$ cat config.mk
export PLATFORM = sky130hd
export DESIGN_NAME = addsub_seq_ctrl
export DESIGN_NICKNAME = d
export VERILOG_FILES = /design/src/rtl/addsub_pkg.sv /design/src/rtl/addsub_nibble.sv /design/src/rtl/addsub_seq_ctrl.sv
export SDC_FILE = /design/constraint.sdc
export NUM_CORES = 1
export LEC_CHECK = 0
export CORE_MARGIN = 8
export CORE_UTILIZATION = 40
export CTS_BUF_LIST = sky130_fd_sc_hd__clkbuf_4 sky130_fd_sc_hd__clkbuf_8 sky130_fd_sc_hd__clkbuf_16
export DETAILED_ROUTE_END_ITERATION = 12
export GPL_TIMING_DRIVEN = 1
export PLACE_DENSITY_LB_ADDON = 0.12
export SETUP_SLACK_MARGIN = 0.15
export SLEW_MARGIN = 20
export SYNTH_ARGS = -nofsm -noshare
export SYNTH_HDL_FRONTEND = slang
export SYNTH_HIERARCHICAL = 1
export SYNTH_SLANG_ARGS = --single-unit
$ cat constraint.sdc
create_clock -name clk -period 2.81 [get_ports clk]
set_clock_uncertainty 0.2 [all_clocks]
set_input_delay 0.7025 -clock clk [delete_from_list [all_inputs] [get_ports clk]]
set_output_delay 0.7025 -clock clk [all_outputs]
set_load 0.1 [all_outputs]
$ cat src/rtl/addsub_pkg.sv
// Shared definitions for the nibble-serial add/subtract controller:
// FSM state encoding, operation encoding and index sizing helper.
package addsub_pkg;

    typedef enum logic [1:0] {
        S_IDLE = 2'd0,
        S_RUN  = 2'd1,
        S_DONE = 2'd2
    } state_e;

    localparam logic OP_ADD = 1'b0;
    localparam logic OP_SUB = 1'b1;

    // A single-nibble datapath still needs a 1-bit index register.
    function automatic int idx_width(input int nibbles);
        return (nibbles > 1) ? $clog2(nibbles) : 1;
    endfunction

endpackage

$ cat src/rtl/addsub_nibble.sv
// Combinational 4-bit add/subtract slice; subtraction inverts b and relies
// on the caller feeding the +1 through cin on the first nibble.
module addsub_nibble (
    input  logic [3:0] a,
    input  logic [3:0] b,
    input  logic       cin,
    input  logic       sub,
    output logic [3:0] sum,
    output logic       cout
);

    logic [3:0] b_eff_s;
    logic [4:0] total_s;

    // One's-complement b for subtract, then a plain 4-bit add with carry-in.
    always_comb begin
        b_eff_s = sub ? ~b : b;
        total_s = {1'b0, a} + {1'b0, b_eff_s} + {4'b0000, cin};
        sum     = total_s[3:0];
        cout    = total_s[4];
    end

endmodule

$ cat src/rtl/addsub_seq_ctrl.sv
// Sequential W-bit add/subtract: one 4-bit slice is reused for NIBBLES cycles,
// LS nibble first, with the inter-nibble carry held in a register.
module addsub_seq_ctrl
    import addsub_pkg::*;
#(
    parameter int NIBBLES = 4
) (
    input  logic                 clk,
    input  logic                 rst_n,
    input  logic                 start,
    input  logic                 op,
    input  logic [4*NIBBLES-1:0] a,
    input  logic [4*NIBBLES-1:0] b,
    output logic                 busy,
    output logic                 done,
    output logic [4*NIBBLES-1:0] result,
    output logic                 cout,
    output logic                 ovf
);

    localparam int W     = 4 * NIBBLES;
    localparam int IDX_W = idx_width(NIBBLES);
    localparam logic [IDX_W-1:0] LAST_IDX = IDX_W'(NIBBLES - 1);

    state_e           state_q, state_d;
    logic [IDX_W-1:0] idx_q, idx_d;
    logic             carry_q, carry_d;
    logic [W-1:0]     a_q, a_d, b_q, b_d;
    logic             op_q, op_d;
    logic [W-1:0]     result_q, result_d;
    logic             cout_q, cout_d;
    logic             ovf_q, ovf_d;
    logic             busy_q, busy_d;
    logic             done_q, done_d;

    logic             accept_s;
    logic [3:0]       nib_a_s, nib_b_s, nib_sum_s;
    logic             nib_cout_s;

    assign nib_a_s = a_q[{idx_q, 2'b00} +: 4];
    assign nib_b_s = b_q[{idx_q, 2'b00} +: 4];

    addsub_nibble u_nibble (
        .a    (nib_a_s),
        .b    (nib_b_s),
        .cin  (carry_q),
        .sub  (op_q),
        .sum  (nib_sum_s),
        .cout (nib_cout_s)
    );

    // Next-state, operand capture, per-nibble result update and flag generation.
    always_comb begin
        state_d  = state_q;
        idx_d    = idx_q;
        carry_d  = carry_q;
        a_d      = a_q;
        b_d      = b_q;
        op_d     = op_q;
        result_d = result_q;
        cout_d   = cout_q;
        ovf_d    = ovf_q;

        accept_s = start && ((state_q == S_IDLE) || (state_q == S_DONE));

        // Carry starts at op so subtract becomes a + ~b + 1.
        if (accept_s) begin
            a_d     = a;
            b_d     = b;
            op_d    = op;
            idx_d   = '0;
            carry_d = op;
        end else begin
            a_d     = a_q;
        end

        case (state_q)
            S_IDLE: begin
                if (start) begin
                    state_d = S_RUN;
                end else begin
                    state_d = S_IDLE;
                end
            end
            S_RUN: begin
                result_d[{idx_q, 2'b00} +: 4] = nib_sum_s;
                carry_d = nib_cout_s;
                if (idx_q == LAST_IDX) begin
                    state_d = S_DONE;
                    cout_d  = nib_cout_s ^ op_q;
                    ovf_d   = (a_q[W-1] == (b_q[W-1] ^ op_q)) && (nib_sum_s[3] != a_q[W-1]);
                end else begin
                    state_d = S_RUN;
                    idx_d   = idx_q + IDX_W'(1);
                end
            end
            S_DONE: begin
                if (start) begin
                    state_d = S_RUN;
                end else begin
                    state_d = S_IDLE;
                end
            end
            default: begin
                state_d = S_IDLE;
            end
        endcase

        busy_d = (state_d == S_RUN);
        done_d = (state_d == S_DONE);
    end

    // State, datapath and output registers.
    always_ff @(posedge clk or negedge rst_n) begin
        if (!rst_n) begin
            state_q  <= S_IDLE;
            idx_q    <= '0;
            carry_q  <= 1'b0;
            a_q      <= '0;
            b_q      <= '0;
            op_q     <= OP_ADD;
            result_q <= '0;
            cout_q   <= 1'b0;
            ovf_q    <= 1'b0;
            busy_q   <= 1'b0;
            done_q   <= 1'b0;
        end else begin
            state_q  <= state_d;
            idx_q    <= idx_d;
            carry_q  <= carry_d;
            a_q      <= a_d;
            b_q      <= b_d;
            op_q     <= op_d;
            result_q <= result_d;
            cout_q   <= cout_d;
            ovf_q    <= ovf_d;
            busy_q   <= busy_d;
            done_q   <= done_d;
        end
    end

    assign busy   = busy_q;
    assign done   = done_q;
    assign result = result_q;
    assign cout   = cout_q;
    assign ovf    = ovf_q;

endmodule

After elaboration in Yosys (flattened, before gate mapping)
Index checks and enable logic that the tools add are counted.
{"block": "word_totals", "register_bits": 58, "input_bits": 36, "elab_cells": 46}
{"block": "op_classes", "n_addsub": 4, "eq_ne": 7, "shifts": 4, "mux": 10, "bitwise_logic": 3, "reduce_logical": 7}
{"op": "variable part select 16 x 5 -> 4 bit", "n": 2}
{"op": "bitwise mux 16 bit", "n": 1}
{"op": "variable shift 4 x 6 -> 16 bit, first input constant", "n": 1}
{"op": "variable part select 4 x 6 -> 16 bit", "n": 1}
{"op": "2-to-1 mux 2 bit", "n": 4}
{"op": "equality test 2 bit, second input constant", "n": 3}
{"op": "negator 4 -> 6 bit", "n": 1}
{"op": "adder 4 x 4 -> 5 bit", "n": 1}
{"op": "adder 5 x 1 -> 5 bit", "n": 1}
{"op": "equality test 2 x 1 -> 1 bit, second input constant", "n": 2}
{"op": "2-to-1 mux 4 bit", "n": 1}
{"op": "inverter 4 bit", "n": 1}
{"op": "one-hot mux 2 bit (2 select lines)", "n": 1}
{"op": "2-to-1 mux 1 bit", "n": 3}
{"op": "adder 2 x 1 -> 2 bit, second input constant", "n": 1}
{"op": "logical AND 1 bit", "n": 2}
{"op": "zero test 2 bit", "n": 1}
{"op": "AND reduction 2 bit", "n": 1}
{"op": "nonzero test 2 bit", "n": 1}
{"op": "OR reduction 2 bit", "n": 1}
{"op": "XOR 1 bit", "n": 2}
{"op": "equality test 1 bit", "n": 1}
{"op": "logical OR 1 bit", "n": 1}
{"op": "!= test 1 bit", "n": 1}

Longest topological paths before layout
{"block": "depth", "depth_word": 7, "mapped_depth": 10, "depth_no_buf": 9}

Modules after synthesis
Netlist, hierarchy kept.
{"module": "addsub_seq_ctrl", "n_inst": 1, "cells_per_inst": 238, "area_each_um2": 2597.5, "seq_area_each_um2": 1451.4}
{"module": "addsub_nibble", "n_inst": 1, "cells_per_inst": 20, "area_each_um2": 176.4, "seq_area_each_um2": 0.0}

Least setup slack after synthesis
Ideal clock, no wire load.
{"block": "synth_timing", "path_kind": "reg2reg", "from": "reg idx_q[0]", "to": "reg ovf_q (netlist: ovf)", "setup_ns": 0.083, "arrival_time_ns": 2.528, "required_time_ns": 2.527, "path_slack_ns": -0.001, "path_stages_with_launch": 11, "n_path_buf": 1, "period_less_slack_ns": 2.811, "cell_sequence": "dfrtp_1 > buf_4 > mux4_2 > xnor2_1 > fa_1 > nand3b_1 > nand2_1 > xor2_1 > nor2b_1 > mux2i_1 > o21ai_0"}
{"block": "synth_between", "elab_chain_cells": 7}
{"item": "from (decl)", "line_no": "addsub_seq_ctrl.sv:26", "source": "logic [IDX_W-1:0] idx_q, idx_d;"}
{"item": "from (signal assigned)", "line_no": "addsub_seq_ctrl.sv:129", "source": "idx_q <= idx_d;"}
{"item": "variable part select 16 x 5 -> 4 bit (*)", "line_no": "addsub_seq_ctrl.sv:41", "source": "assign nib_b_s = b_q[{idx_q, 2'b00} +: 4];"}
{"item": "net nib_b_s[0]", "line_no": "addsub_seq_ctrl.sv:37", "source": "logic [3:0] nib_a_s, nib_b_s, nib_sum_s;"}
{"item": "inverter 4 bit", "line_no": "addsub_nibble.sv:17", "source": "b_eff_s = sub ? ~b : b;"}
{"item": "2-to-1 mux 4 bit (*)", "line_no": "addsub_nibble.sv:17"}
{"item": "adder 4 x 4 -> 5 bit (*)", "line_no": "addsub_nibble.sv:18", "source": "total_s = {1'b0, a} + {1'b0, b_eff_s} + {4'b0000, cin};"}
{"item": "adder 5 x 1 -> 5 bit (*)", "line_no": "addsub_nibble.sv:18"}
{"item": "net nib_sum_s[3]", "line_no": "addsub_seq_ctrl.sv:37"}
{"item": "!= test 1 bit (*)", "line_no": "addsub_seq_ctrl.sv:91", "source": "ovf_d = (a_q[W-1] == (b_q[W-1] ^ op_q)) && (nib_sum_s[3] != a_q[W-1]);"}
{"item": "logical AND 1 bit (*)", "line_no": "addsub_seq_ctrl.sv:91"}
{"item": "to (signal assigned)", "line_no": "addsub_seq_ctrl.sv:136", "source": "ovf_q <= ovf_d;"}
{"item": "to (decl)", "line_no": "addsub_seq_ctrl.sv:32", "source": "logic ovf_q, ovf_d;"}
Mark *: on every way through the listed nets, which the timed path passes. The rest lies on a longest branch.
A chain may end at the register's enable or synchronous reset.

Worst setup path in the final report
{"block": "layout_timing", "from": "reg idx_q[0]", "to": "reg cout_q (netlist: cout)"}
{"block": "layout_between", "elab_chain_cells": 6}
{"item": "variable part select 16 x 5 -> 4 bit (*)", "line_no": "addsub_seq_ctrl.sv:41"}
{"item": "net nib_b_s[2]", "line_no": "addsub_seq_ctrl.sv:37"}
{"item": "inverter 4 bit", "line_no": "addsub_nibble.sv:17"}
{"item": "2-to-1 mux 4 bit (*)", "line_no": "addsub_nibble.sv:17"}
{"item": "adder 4 x 4 -> 5 bit (*)", "line_no": "addsub_nibble.sv:18"}
{"item": "adder 5 x 1 -> 5 bit (*)", "line_no": "addsub_nibble.sv:18"}
{"item": "net nib_cout_s", "line_no": "addsub_seq_ctrl.sv:38", "source": "logic nib_cout_s;"}
{"item": "XOR 1 bit (*)", "line_no": "addsub_seq_ctrl.sv:90", "source": "cout_d = nib_cout_s ^ op_q;"}
{"item": "to (signal assigned)", "line_no": "addsub_seq_ctrl.sv:135", "source": "cout_q <= cout_d;"}
{"item": "to (decl)", "line_no": "addsub_seq_ctrl.sv:31", "source": "logic cout_q, cout_d;"}
Marks and branches as above.

==> metrics.cfg <==
[sta]
rsz0062_at_grt = yes
finalCritPeriodShare_pct = 97.9
hold_viol = 0
whs_ns = 0.179
slew_headroom_pct = 60.0
layout_min_cycle_time_ns = 2.75
fmax_mhz = 363
setup_viol = 0
worst_pin_slew_ns = 0.600
maxSlewViolCount = 0

[global_route]
grt_use_total_pct = 13.2
grt_pass1_vias = 2128
grt_pass1_wl_mm = 10.4
grt_overflow = 0
antenna_found_initial = 0
grt_start_max_net_pins = 34

[synthesis]
syn-num-nets = 305
syn_avg_cell_area_um2 = 10.8
ys_seq_elements = 58
ys_seq_area_share_pct = 52.3
ys_async_sr_fraction_pct = 100
synth_edf_count = 0
synth_area_mm2 = 0.00277
synth.top_cell.area_share_pct = 52.3
synth.most_common_cell = nand2_1
yosys_warnings = 6
ys_top_cells_by_count = nand2_1 (106), dfrtp_1 (58), a22o_1 (16)
synth.distinct_cells = 28
yosysTopAreaCell = dfrtp_1
postSynthCellCount = 258
synth.top_cells.by_area = dfrtp_1 (52%), nand2_1 (14%), mux4_2 (6.5%)
synth_ff_type = dfrtp_1

[routing]
drt_iter0_markers = 48
viasPerCell = 4.85
dr.pass1.iters = 4
avgRoutedWirePerCell_um = 14.9
vias = 2023
drc_errors = 0
ant_nets = 0
wirelength_mm = 6.20

[setup_path]
crit_type = flip-flop to flip-flop
cp_max_fo = 4
start_kind = flip-flop
cp_slowest_stage_delay_ns = 0.50
worst_setup_path_end_kind = flip-flop
r2r_cells = 10
cp.arrival_ns = 2.75
critPathRequiredTime_ns = 2.81
slowest_stage = mux4_2
crit_chain = buf_6 -> mux4_2 -> xor2_1 -> ha_1 -> buf_4 -> buf_6 -> a21o_1 -> a21o_1 -> xnor2_1 -> o21ai_1
rrSetupSlack_ns = 0.06

[floorplanning]
core.rowCount = 30
design.die.area_mm2 = 0.00986
core_area_mm2 = 0.00676
start_util_pct = 41.1
die_h_um = 99.3
io_pins = 56
fp.dieW_um = 99.3

[finish]
n_fill_cell = 633
n_antenna_cell = 0
fin_area_mm2 = 0.00372
syn_to_final_growth_pct = 34.1
nets = 379
drive_above_1_share_pct = 23.7

[outcome]
status = finished clean

[placement]
routabilityCongestion = 0.760
io_buffer_count = 55
hpwl_mm = 4.61
placed_cell_area_mm2 = 0.00344

[cts]
clkSinkCount = 58
clock_latency_ns = 0.33
cts_hold_buf = 0
ctsHtreeMaxLevel = 3
clk_pin_slew_worst_paths_ns = 0.07
numCtsBuffers = 9
clockBufferDepth = 2
cts_tree = done
root_buffer = clkbuf_8

[worst_hold_path]
hold_path.class = input pin to asynchronous set/reset pin

[job]
drv_cap = 0

[worst paths after layout]
kind / startpoint / endpoint
setup / recovery: idx_q[0] / cout
min in group clk: a_q[14] / a_q[14]
hold / removal: rst_n / result[10]
hold reg to reg: a_q[14] / a_q[14]
setup reg to reg: idx_q[0] / cout
max in group asynchronous: rst_n / idx_q[0]
[cells in the final DEF (no fill, tap or decap), types with 2 or more instances in the layout]
master           synthesis  layout
nand2_1                106     105
dfrtp_1                 58      57
clkdlybuf4s50_1          0      34
buf_4                    1      33
a22o_1                  16      16
clkbuf_8                 0      11
ha_1                     9       9
mux4_2                   8       8
inv_1                    8       6
nor2b_1                  4       4
xor2_1                   6       4
buf_6                    0       4
nand2b_1                 3       3
mux2i_1                  3       3
nand3b_1                 3       3
nor4_4                   3       3
clkinv_2                 0       3
and2b_1                  2       2
o21ai_0                  4       2
o21ai_1                  0       2
inv_2                    0       2
xor2_2                   0       2
a21o_1                   2       2
fa_2                     0       2
[timing repair]
action                                  4_1_cts  5_1_grt
endpoints found under the hold margin         0        0
resized for setup                             2        8
buffers inserted                              1        5
pin swaps                                     2       16
endpoints found under the setup margin       14       15
cloned                                        0        0
[per-layer routing]
metal	track usage, %	up-vias	share of wire (%)
met5	0	-	0
met4	4.54	0	0.82
met3	3.28	6	4.3
met2	21.3	38	47
met1	16.8	972	48
li1	-	1007	-
[metrics by stage]
| stage | utilization [%] | TNS [ns] | instances | worst slack [ns] |
|---|---|---|---|---|
| 6_report | 55.1 | 0 | 417 | 0.0581 |
| 5_1_grt | 55.1 | -0.0845 | 417 | -0.0413 |
| 4_1_cts | 54.1 | 0 | 412 | 0.102 |
| 3_5_place_dp | 50.9 | 0 | 395 | 0.0367 |
| 3_3_place_gp | 50.9 | 0 | 395 | 0.0975 |
| 2_1_floorplan | - | 0 | 258 | 0.0623 |
[cell type report]
type                       instances  area [um^2]  share of cell area (%)
timing repair buffer              73          658                    17.7
tap                               80          100                    2.69
inverter                           8         30.0                   0.807
clock inverter                     5         52.6                    1.41
multi-input combinational        182         1270                    34.3
sequential                        58         1450                    39.1
clock buffer                      11          151                    4.07
[critical path: cells and delay by family (launching register included)]
family	cells	cell delay [ns]
xor+xnor	2	0.31
fa+ha+maj	1	0.37
flops	1	0.43
buf+inv	3	0.40
mux	1	0.50
compound gates	3	0.44
[state kept, by name (all words and copies together), names as in the netlist]
name and flops:
a_q 16, b_q 16, result 16, idx_q 2, state_q 2, busy 1
carry_q 1, cout 1, done 1, op_q 1, ovf 1
[logic make-up (layout without fill, tap and decap cells)]
kind of cell             count (synthesis)  in the layout  synth area share, %
AO/OA/AOI/OAI                           25             25                 6.95
XOR/XNOR                                 8              8                 2.53
adder cells (fa/ha/maj)                 11             11                 5.50
buffers and inverters                   18             97                 2.93
flip-flops                              58             58                 52.3
multiplexers                            12             12                 7.98
AND/OR/NAND/NOR                        126            126                 21.8
Power is not shown: default switching activity piles up to over one toggle a cycle in this logic, so the estimate is an artifact.
